### src/rtl/gate_test_sequencer.sv
// Sequences the four input vectors of a 2-input AND gate, waits a programmable dwell,
// samples the gate output and records per-vector mismatches.
module gate_test_sequencer #(
  parameter int DWELL_W = 8
) (
  input  logic               clk,
  input  logic               rstN,
  input  logic               start,
  input  logic               abort,
  input  logic [DWELL_W-1:0] dwell,
  input  logic               gateOut,
  output logic               input1,
  output logic               input2,
  output logic               busy,
  output logic               done,
  output logic               pass,
  output logic [3:0]         failMask,
  output logic [2:0]         errCount
);

  typedef enum logic [1:0] {IDLE, SETTLE, SAMPLE, DONE} state_e;

  state_e             state_q, state_d;
  logic [1:0]         v_q, v_d;
  logic [DWELL_W-1:0] cnt_q, cnt_d, dwl_q, dwl_d;
  logic               in1_q, in1_d, in2_q, in2_d;
  logic               busy_q, busy_d, done_q, done_d, pass_q, pass_d;
  logic [3:0]         mask_q, mask_d;
  logic [2:0]         err_q, err_d;

  always_ff @(posedge clk or negedge rstN) begin
    if (!rstN) begin
      state_q <= IDLE;
      v_q     <= '0;
      cnt_q   <= '0;
      dwl_q   <= '0;
      in1_q   <= 1'b0;
      in2_q   <= 1'b0;
      busy_q  <= 1'b0;
      done_q  <= 1'b0;
      pass_q  <= 1'b0;
      mask_q  <= '0;
      err_q   <= '0;
    end else begin
      state_q <= state_d;
      v_q     <= v_d;
      cnt_q   <= cnt_d;
      dwl_q   <= dwl_d;
      in1_q   <= in1_d;
      in2_q   <= in2_d;
      busy_q  <= busy_d;
      done_q  <= done_d;
      pass_q  <= pass_d;
      mask_q  <= mask_d;
      err_q   <= err_d;
    end
  end

  always_comb begin
    state_d = state_q;
    v_d     = v_q;
    cnt_d   = cnt_q;
    dwl_d   = dwl_q;
    pass_d  = pass_q;
    mask_d  = mask_q;
    err_d   = err_q;
    case (state_q)
      IDLE: begin
        if (start && !abort) begin
          state_d = SETTLE;
          v_d     = '0;
          // A zero dwell is promoted to one so every vector settles at least a cycle.
          dwl_d   = (dwell == '0) ? DWELL_W'(1) : dwell;
          cnt_d   = dwl_d;
          mask_d  = '0;
          err_d   = '0;
          pass_d  = 1'b0;
        end
      end
      SETTLE: begin
        if (abort) begin
          state_d = IDLE;
        end else begin
          cnt_d = cnt_q - DWELL_W'(1);
          if (cnt_q <= DWELL_W'(1)) state_d = SAMPLE;
        end
      end
      SAMPLE: begin
        if (abort) begin
          state_d = IDLE;
        end else begin
          // Inputs currently driven are v_q, so the reference is v_q[0] & v_q[1].
          if (gateOut != (v_q[0] & v_q[1])) begin
            mask_d[v_q] = 1'b1;
            err_d       = err_q + 3'd1;
          end
          if (v_q == 2'd3) begin
            state_d = DONE;
            pass_d  = (err_d == 3'd0);
          end else begin
            state_d = SETTLE;
            v_d     = v_q + 2'd1;
            cnt_d   = dwl_q;
          end
        end
      end
      default: state_d = IDLE;
    endcase
    busy_d = (state_d == SETTLE) || (state_d == SAMPLE);
    done_d = (state_d == DONE);
    in1_d  = busy_d & v_d[0];
    in2_d  = busy_d & v_d[1];
  end

  assign input1   = in1_q;
  assign input2   = in2_q;
  assign busy     = busy_q;
  assign done     = done_q;
  assign pass     = pass_q;
  assign failMask = mask_q;
  assign errCount = err_q;

endmodule

### config.mk
export PLATFORM = sky130hd
export DESIGN_NAME = gate_test_sequencer
export DESIGN_NICKNAME = d
export VERILOG_FILES = /design/src/rtl/gate_test_sequencer.sv
export SDC_FILE = /design/constraint.sdc
export NUM_CORES = 1
export LEC_CHECK = 0
export BUFFER_PORTS_ARGS = -buffer_cell sky130_fd_sc_hd__buf_4
export CORE_ASPECT_RATIO = 2
export CORE_MARGIN = 4
export CORE_UTILIZATION = 40
export CTS_BUF_LIST = sky130_fd_sc_hd__clkbuf_4 sky130_fd_sc_hd__clkbuf_8 sky130_fd_sc_hd__clkbuf_16
export CTS_CLUSTER_SIZE = 20
export DETAILED_ROUTE_END_ITERATION = 8
export PLACE_DENSITY_LB_ADDON = 0.3
export REMOVE_ABC_BUFFERS = 1
export SLEW_MARGIN = 5
export SYNTH_ARGS = -nofsm -noshare
export SYNTH_HDL_FRONTEND = slang
export SYNTH_SLANG_ARGS = --single-unit
### constraint.sdc
create_clock -name clk -period 6.2 [get_ports clk]
set_clock_uncertainty 0.2 [all_clocks]
set_input_delay 0.93 -clock clk [delete_from_list [all_inputs] [get_ports clk]]
set_output_delay 0.93 -clock clk [all_outputs]
set_load 0.03 [all_outputs]
==> results of run 1 <==
## power breakdown
| group | internal, uW | total (uW) | leakage, uW | switching, uW |
|---|---|---|---|---|
| Sequential | 276 | 336 | 0.000413 | 59.5 |
| Combinational | 150 | 356 | 0.000490 | 205 |
| Clock | 88.4 | 164 | 0.0000510 | 75.3 |
| Total | 515 | 855 | 0.000953 | 340 |
## kinds of logic after synthesis
group           count (synthesis)
simple gates                   57
buf+inv                        20
flops                          32
mux                            12
xor+xnor                        5
fa+ha+maj                       8
compound gates                 48
## critical path, stage by stage, from the launching register on
cell	delay, ps
dfrtp_1	420
or4_4	520
or4_4	490
o31a_1	250
nor2_1	150
ha_1	290
and2_1	150
## metrics by stage
step                cell area, um2  worst slack [ps]  std cells
floorplan                     1740              3770        172
global placement              1980              3690        250
detailed placement            1980              3630        250
CTS                           2080              3620        258
global route                  2080              3400        258
finish                        2080              3620        258
## cells in the final DEF, fill, tap and decap left out, drive strengths merged, types with 2 or more instances in the layout
master,n
a211oi,2
a21o,3
a21oi,6
a221oi,3
a311oi,2
a31oi,2
a32o,2
and2,3
buf,24
clkbuf,6
clkinv,2
dfrtp,32
ha,8
inv,10
mux2,7
mux2i,5
nand2,21
nand3,3
nand3b,2
nor2,10
nor2b,4
nor3,4
nor4,2
o21ai,14
o31ai,6
o32ai,2
or4,2
xnor2,2
xor2,3
## registers in the layout, summed over array words and instances (netlist names)
register  flops
state_q       2
done          1
input1        1
cnt_q         8
input2        1
failMask      4
busy          1
dwl_q         8
errCount      3
pass          1
v_q           2
## metal layers
metal / track usage [%] / share of wire (%) / vias to the layer above
li1: - / - / 704
met1: 17.1 / 37 / 704
met2: 30.3 / 56 / 36
met3: 2.63 / 3.4 / 8
met4: 8.61 / 3.0 / 0
met5: 0 / 0 / -
## worst max path at each step
| stage | endpoint | slack [ps] | depth (start not counted) |
|---|---|---|---|
| floorplan | input1$_DFF_PN0_ | 3770 | 6 |
| global placement | input1$_DFF_PN0_ | 3690 | 6 |
| detailed placement | input2$_DFF_PN0_ | 3630 | 6 |
| CTS | input1$_DFF_PN0_ | 3620 | 6 |
| global route | failMask[2]$_DFFE_PN0P_ | 3400 | 6 |
| finish | input2$_DFF_PN0_ | 3620 | 6 |
## cell type report
class	count	area (um2)
clock buffer	6	82.6
clock inverter	2	10.0
fill	458	2260
inverter	10	37.5
multi-input combinational	130	898
sequential	32	801
tap	54	67.6
timing repair buffer	24	180
==> results.py, run 1 <==
metrics = {
    "timing": {
        "max_freq_mhz": 388,
        "hold_slack_ps": 295,
        "fin_setup_tns_ps": 0,
        "setup_viol": 0,
        "finalMaxSlewViolations": 0,
        "hold_viol": 0,
        "worst_pin_slew_ps": 726,
        "timing.final.crit_share_pct": 41.5,
        "fin_crit_ps": 2580,
        "slew_headroom_pct": 51.6,
        "rsz0062_at_grt": "no",
    },
    "layout": {
        "area_delta_synth_final_pct": 17.1,
        "fin_util_pct": 47.9,
        "drive_gt1_share_pct": 21.1,
        "layout.nets": 224,
        "n_antenna_cell": 0,
    },
    "yosys": {
        "ys_warn_count": 0,
        "synthTopCellsByArea": "dfrtp_1 45%, ha_1 5.6%, mux2_2 4.4%",
        "synthXorXnorAreaFrac_pct": 2.47,
        "synthAdderAreaFrac_pct": 5.64,
        "yosys.area_share.simple_pct": 16.6,
        "yosys_register_bits": 32,
        "syn_inst": 182,
        "synth_area_per_cell_um2": 9.75,
        "async_flop_share_pct": 100,
        "synth-compound-area-share_pct": 18.7,
        "synth_edf_count": 0,
        "ys_types": 40,
        "yosysMostFrequentCell": "dfrtp_1",
        "synthTopCellsByCount": "32 x dfrtp_1, 21 x nand2_1, 12 x o21ai_0",
        "dominantRegCellSynth": "dfrtp_1",
        "seq_area_frac_synth_pct": 45.1,
        "post-synth-top-area-cell": "dfrtp_1",
        "yosysTopAreaCellShare_pct": 45.1,
        "muxShareOfSynthArea_pct": 7.26,
        "synth_area_mm2": 0.00177,
        "synth_top_family_by_area": "compound AO/OA/AOI/OAI gates",
    },
    "power": {
        "fin_total_pwr_uw": 855,
        "peakVddDrop_uv": 200,
        "p_per_area_mw_per_mm2": 412,
        "p_leak_uw": 0.000953,
    },
    "route": {
        "wl_per_cell_um": 16.0,
        "firstDrtPassIters": 4,
        "vias": 1452,
        "drt-initial-drc-count": 22,
        "wl_um": 4140,
        "vias_per_cell": 5.63,
        "drc": 0,
        "antenna_left": 0,
    },
    "worst_setup_path": {
        "startpoint_type": "flip-flop",
        "rrSetupSlack_ps": 3620,
        "cp-end-kind": "flip-flop",
        "reg2reg_from": "cnt_q[5]$_DFFE_PN0P_",
        "worst_r2r_path_depth": 6,
        "arrival_ps": 2550,
        "cp.required_ps": 6180,
        "path_class": "reg -> reg",
        "reg2reg_to": "input2$_DFF_PN0_",
        "cp-startpoint": "cnt_q[5]$_DFFE_PN0P_",
        "critPathMaxFanout": 5,
    },
    "clocking": {
        "cts_buffers": 5,
        "cts-root-buf": "clkbuf_8",
        "clockBufferDepth": 2,
        "cts_hold_buf": 0,
        "clk_pin_slew_ps": 70,
        "clk_latency_ps": 290,
        "cts_setup_buffers": 0,
        "tritoncts": "done",
        "cts_resized": 0,
        "cts.sinks": 32,
        "htreeDepth": 2,
    },
    "place": {
        "dp_hpwl_um": 3070,
        "gp_congestion": 0.854,
        "port_buffers": 24,
    },
    "global_routing": {
        "overflow": 0,
        "grt_pass1_vias": 1414,
        "grt_usage_pct": 16.6,
        "grt_pass1_wl_um": 6730,
        "antenna_found_initial": 0,
        "grt_max_degree": 33,
    },
    "floorplan": {
        "core_area_mm2": 0.00434,
        "io_pins": 25,
        "fp.dieW_um": 55.1,
        "die_y_um": 102,
        "initial_utilization_pct": 40.9,
        "rows": 34,
        "die_area_mm2": 0.00563,
    },
    "worst_hold_path": {
        "min-delay-start": "dwl_q[0]$_DFFE_PN0P_",
        "hold_class": "reg -> reg",
        "hold_path_depth": 2,
        "worstHoldEndpoint": "dwl_q[0]$_DFFE_PN0P_",
    },
    "flow_run": {
        "maxCapViolCount": 0,
    },
    "run_status": {
        "outcome": "finished clean",
    },
}
Power figures use the tool's default switching activity.
==> run 2, diff against run 1 <==
==> constraint.sdc (replaced) <==
create_clock -name clk -period 2.1 [get_ports clk]
set_clock_uncertainty 0.2 [all_clocks]
set_input_delay 0.315 -clock clk [delete_from_list [all_inputs] [get_ports clk]]
set_output_delay 0.315 -clock clk [all_outputs]
set_load 0.03 [all_outputs]
==> results.py, run 2 (synthesized netlist as in run 1, its figures left out) <==
metrics = {
    "clocking": {
        "clk_pin_slew_ps": 70,
        "tritoncts": "done",
        "cts.sinks": 32,
        "clk_latency_ps": 290,
        "htreeDepth": 2,
        "cts_buffers": 5,
        "clockBufferDepth": 2,
        "cts-root-buf": "clkbuf_8",
    },
    "global_routing": {
        "grt_max_degree": 33,
        "antenna_found_initial": 0,
        "grt_pass1_vias": 1539,
        "overflow": 0,
        "grt_pass1_wl_um": 7460,
        "grt_usage_pct": 18.9,
    },
    "route": {
        "drt-initial-drc-count": 39,
        "firstDrtPassIters": 4,
        "wl_um": 4700,
        "vias_per_cell": 5.53,
        "vias": 1576,
        "drc": 0,
        "antenna_left": 0,
        "wl_per_cell_um": 16.5,
    },
    "timing": {
        "max_freq_mhz": 399,
        "timing.final.crit_share_pct": 119,
        "slew_headroom_pct": 73.2,
        "finalMaxSlewViolations": 0,
        "layout_setup_ws_ps": -406,
        "rsz0062_at_grt": "yes",
        "hold_viol": 0,
        "setup_viol": 5,
        "worst_pin_slew_ps": 401,
        "fin_crit_ps": 2510,
    },
    "worst_setup_path": {
        "reg2reg_to": "input2$_DFF_PN0_",
        "cp.buffers_inverters": 0,
        "crit_chain": "or4_4 -> or4_4 -> o31a_1 -> nor2_2 -> ha_1 -> and2_1",
        "cp-startpoint": "cnt_q[6]$_DFFE_PN0P_",
        "cp.depth": 6,
        "startpoint_type": "flip-flop",
        "worst_r2r_path_depth": 6,
        "critPathMaxFanout": 3,
        "reg2reg_from": "cnt_q[6]$_DFFE_PN0P_",
        "path_class": "reg -> reg",
        "cp.required_ps": 2070,
        "cp_slowest_cell": "or4_4",
        "crit_family": "simple AND/OR/NAND/NOR gates",
        "cp-end-kind": "flip-flop",
        "critPathMaxStageDelay_ps": 530,
        "endpoint": "input2$_DFF_PN0_",
        "rrSetupSlack_ps": -410,
        "arrival_ps": 2480,
        "crit_top_cell": "or4_4",
    },
    "layout": {
        "layout.nets": 251,
        "final_common_cell": "buf_4",
        "fin_cells": 285,
        "area_delta_synth_final_pct": 31.5,
        "fillers": 430,
        "drive_gt1_share_pct": 32.5,
        "layout_common_cells": "50 x buf_4, 32 x dfrtp_1, 21 x nand2_1",
        "n_antenna_cell": 0,
    },
    "place": {
        "dp_hpwl_um": 3620,
        "gp_congestion": 0.894,
        "dp.cells": 274,
        "port_buffers": 24,
    },
    "power": {
        "p_comb_share_pct": 48.2,
        "intPower_uw": 1940,
        "p_sw_share_pct": 36.3,
        "p_clk_share_pct": 21.0,
        "peakVddDrop_uv": 758,
        "fin_total_pwr_uw": 3040,
        "p_leak_uw": 0.00110,
        "power_switching_uw": 1100,
        "seqPwrFrac_pct": 30.8,
        "p_per_area_mw_per_mm2": 1300,
    },
    "run_status": {
        "outcome": "finished, violations left",
        "violations": "setup timing",
    },
    "floorplan": {
        "rows": 34,
        "core_area_mm2": 0.00434,
        "die_y_um": 102,
        "initial_utilization_pct": 40.9,
        "die_area_mm2": 0.00563,
        "fp.dieW_um": 55.1,
        "io_pins": 25,
    },
    "worst_hold_path": {
        "hold_class": "in -> reg",
    },
    "flow_run": {
        "maxCapViolCount": 0,
    },
}
[run 2: changes by cell type in the layout (fill, tap and decap cells not counted), moves of 2 or more]
cell | before | now
buf_4 | 24 | 50
clkinv_2 | 2 | 0
ha_1 | 8 | 6
ha_2 | 0 | 2
[run 2: power by group through the flow]
stage / Sequential, uW / Clock [uW] / Combinational, uW
finish: 936 / 639 / 1470
CTS: 935 / 660 / 1440
global route: 959 / 681 / 1630
floorplan: 993 / 0 / 743
global placement: 937 / 0 / 1390
detailed placement: 947 / 0 / 1410
[run 2: through the flow]
stage	area, um2	hold WS (ps)	setup slack, ps	TNS (ps)	util, %
2_1_floorplan	1740	-181	-327	-921	-
3_3_place_gp	2160	76.9	-360	-1040	49.9
3_5_place_dp	2160	76.0	-422	-1230	49.9
4_1_cts	2310	72.7	-429	-1270	53.2
5_1_grt	2330	81.1	-476	-1590	53.8
6_report	2330	79.6	-406	-1250	53.8
[run 2: worst min path at each step]
stage	from	endpoint	depth (start not counted)
CTS	dwell[3]	dwl_q[3]$_DFFE_PN0P_	2
global placement	rstN	failMask[3]$_DFFE_PN0P_	1
floorplan	rstN	busy$_DFF_PN0_	0
detailed placement	rstN	failMask[1]$_DFFE_PN0P_	1
global route	dwell[4]	dwl_q[4]$_DFFE_PN0P_	2
finish	dwell[3]	dwl_q[3]$_DFFE_PN0P_	2
[run 2: cell type report]
class / instances / area (um2) / area share [%]
Tap cell: 54 / 67.6 / 2.90
Clock buffer: 7 / 96.3 / 4.13
Inverter: 10 / 37.5 / 1.61
Multi-Input combinational cell: 130 / 916 / 39.2
Sequential cell: 32 / 801 / 34.3
Clock inverter: 1 / 30.0 / 1.29
Timing Repair Buffer: 51 / 385 / 16.5
[run 2: repair_timing]
item	CTS	global route
pin swaps	0	2
hold endpoints to repair	32	0
setup endpoints to repair	4	20
buffers inserted	1	1
hold buffers	1	0
gates resized for setup	0	6
[run 2: routing by layer]
| metal | wire, um | up-vias | share of wire, % | track usage (%) |
|---|---|---|---|---|
| met4 | 159 | 0 | 3.4 | 8.61 |
| met3 | 164 | 13 | 3.5 | 3.65 |
| met5 | 0 | - | 0 | 0 |
| met1 | 1580 | 770 | 34 | 19.2 |
| met2 | 2800 | 40 | 60 | 34.8 |
| li1 | - | 753 | - | - |
==> run 3, diff against run 2 <==
--- a/config.mk
+++ b/config.mk
@@ -13,6 +13,7 @@
 export CTS_CLUSTER_SIZE = 20
 export DETAILED_ROUTE_END_ITERATION = 8
 export PLACE_DENSITY_LB_ADDON = 0.3
+export RECOVER_POWER = 100
 export REMOVE_ABC_BUFFERS = 1
 export SLEW_MARGIN = 5
 export SYNTH_ARGS = -nofsm -noshare
==> constraint.sdc (replaced) <==
create_clock -name clk -period 2.1 [get_ports clk]
set_clock_uncertainty 0.2 [all_clocks]
set_input_delay 0.21 -clock clk [delete_from_list [all_inputs] [get_ports clk]]
set_output_delay 0.21 -clock clk [all_outputs]
set_load 0.03 [all_outputs]
==> results.py, run 3 (synthesized netlist as in run 1, its figures left out) <==
metrics = {
    "route": {
        "drc": 0,
        "antenna_left": 0,
        "drt-initial-drc-count": 31,
        "wl_per_cell_um": 16.2,
        "vias_per_cell": 5.55,
        "wl_um": 4730,
        "firstDrtPassIters": 4,
        "vias": 1621,
    },
    "worst_setup_path": {
        "worst_r2r_path_depth": 6,
        "arrival_ps": 2480,
        "critPathMaxFanout": 3,
        "path_class": "reg -> reg",
        "reg2reg_to": "input2$_DFF_PN0_",
        "startpoint_type": "flip-flop",
        "cp-end-kind": "flip-flop",
        "reg2reg_from": "cnt_q[6]$_DFFE_PN0P_",
        "rrSetupSlack_ps": -410,
        "cp.required_ps": 2070,
    },
    "place": {
        "dp.cells": 274,
        "gp_congestion": 0.894,
        "port_buffers": 24,
        "dp_hpwl_um": 3620,
    },
    "clocking": {
        "clockBufferDepth": 2,
        "htreeDepth": 2,
        "clk_pin_slew_ps": 70,
        "cts_buffers": 5,
        "tritoncts": "done",
        "cts.sinks": 32,
        "cts-root-buf": "clkbuf_8",
        "clk_latency_ps": 290,
    },
    "layout": {
        "final-seq-area_um2": 801,
        "drive_gt1_share_pct": 25.6,
        "multi_input_area_um2": 912,
        "layout_common_cells": "32 x dfrtp_1, 31 x buf_4, 21 x nand2_1",
        "layout.nets": 258,
        "final_common_cell": "dfrtp_1",
        "fin_cells": 292,
        "n_antenna_cell": 0,
        "fillers": 439,
        "fin_util_pct": 54.0,
        "area_delta_synth_final_pct": 32.2,
    },
    "worst_hold_path": {
        "min-delay-start": "dwell[0]",
        "worstHoldEndpoint": "dwl_q[0]$_DFFE_PN0P_",
        "hold_path_depth": 3,
        "hold_class": "in -> reg",
    },
    "timing": {
        "slew_headroom_pct": 47.8,
        "max_freq_mhz": 399,
        "hold_viol": 0,
        "rsz0062_at_grt": "yes",
        "worst_pin_slew_ps": 783,
        "timing.final.crit_share_pct": 119,
        "fin_crit_ps": 2510,
        "fin_setup_tns_ps": -1270,
        "setup_viol": 5,
        "finalMaxSlewViolations": 0,
        "layout_setup_ws_ps": -409,
    },
    "global_routing": {
        "grt_pass1_vias": 1569,
        "overflow": 0,
        "antenna_found_initial": 0,
        "grt_pass1_wl_um": 7580,
        "grt_usage_pct": 19.2,
        "grt_max_degree": 33,
    },
    "run_status": {
        "violations": "setup timing",
        "outcome": "finished, violations left",
    },
    "floorplan": {
        "fp.dieW_um": 55.1,
        "rows": 34,
        "die_y_um": 102,
        "initial_utilization_pct": 40.9,
        "io_pins": 25,
        "core_area_mm2": 0.00434,
        "die_area_mm2": 0.00563,
    },
    "power": {
        "p_per_area_mw_per_mm2": 1280,
        "peakVddDrop_uv": 818,
        "p_leak_uw": 0.00108,
    },
    "flow_run": {
        "maxCapViolCount": 0,
    },
}
==> run 3: power by group <==
part / leakage [uW] / switching (uW) / internal, uW
combinational: 0.000598 / 763 / 666
clock: 0.0000645 / 223 / 418
sequential: 0.000413 / 117 / 816
==> run 3: area by class of cell <==
class,instances,area share [%]
clock inverters,1,1.28
clock buffers,7,4.11
multi-input cells,130,38.9
flip-flops and latches,32,34.2
inverters,10,1.60
repair buffers,58,17.1
well taps,54,2.88
==> run 3: how the worst max path moves through the flow <==
stage	from	end	slack, ps	cells past startpoint
6_report	cnt_q[6]$_DFFE_PN0P_	input2$_DFF_PN0_	-410	6
5_1_grt	cnt_q[6]$_DFFE_PN0P_	input2$_DFF_PN0_	-480	6
4_1_cts	cnt_q[6]$_DFFE_PN0P_	input1$_DFF_PN0_	-430	6
3_5_place_dp	cnt_q[6]$_DFFE_PN0P_	input1$_DFF_PN0_	-420	6
3_3_place_gp	cnt_q[6]$_DFFE_PN0P_	input1$_DFF_PN0_	-360	6
2_1_floorplan	cnt_q[5]$_DFFE_PN0P_	input1$_DFF_PN0_	-330	6
==> run 3: worst max-delay path, cell delays in order, from the launching register on <==
cell,delay [ps]
dfrtp_1,380
or4_4,530
or4_4,490
o31a_1,260
nor2_2,110
ha_1,270
and2_1,150
==> run 3: per-stage QoR <==
step	total power [uW]	instance area [um2]	worst slack, ps	hold slack (ps)
2_1_floorplan	1740	1740	-327	-286
3_3_place_gp	2330	2160	-360	-28.1
3_5_place_dp	2360	2160	-422	-29.0
4_1_cts	3040	2380	-429	5.19
5_1_grt	3230	2340	-476	20.8
6_report	3000	2340	-409	5.03
==> run 3: repair_timing <==
item | CTS | global route
setup buffers | 1 | 1
setup endpoints to repair | 4 | 20
pin swaps | 0 | 2
hold endpoints to repair | 39 | 0
gates cloned | 0 | 0
hold buffers | 8 | 0
resized for setup | 0 | 6
==> run 3: routing by layer <==
layer  track usage [%]  routed length (um)  vias to the layer above
li1                  -                   -                      768
met1              19.5                1570                      789
met2              35.3                2780                       49
met3              3.65                 191                       15
met4              8.61                 187                        0
met5                 0                   0                        -
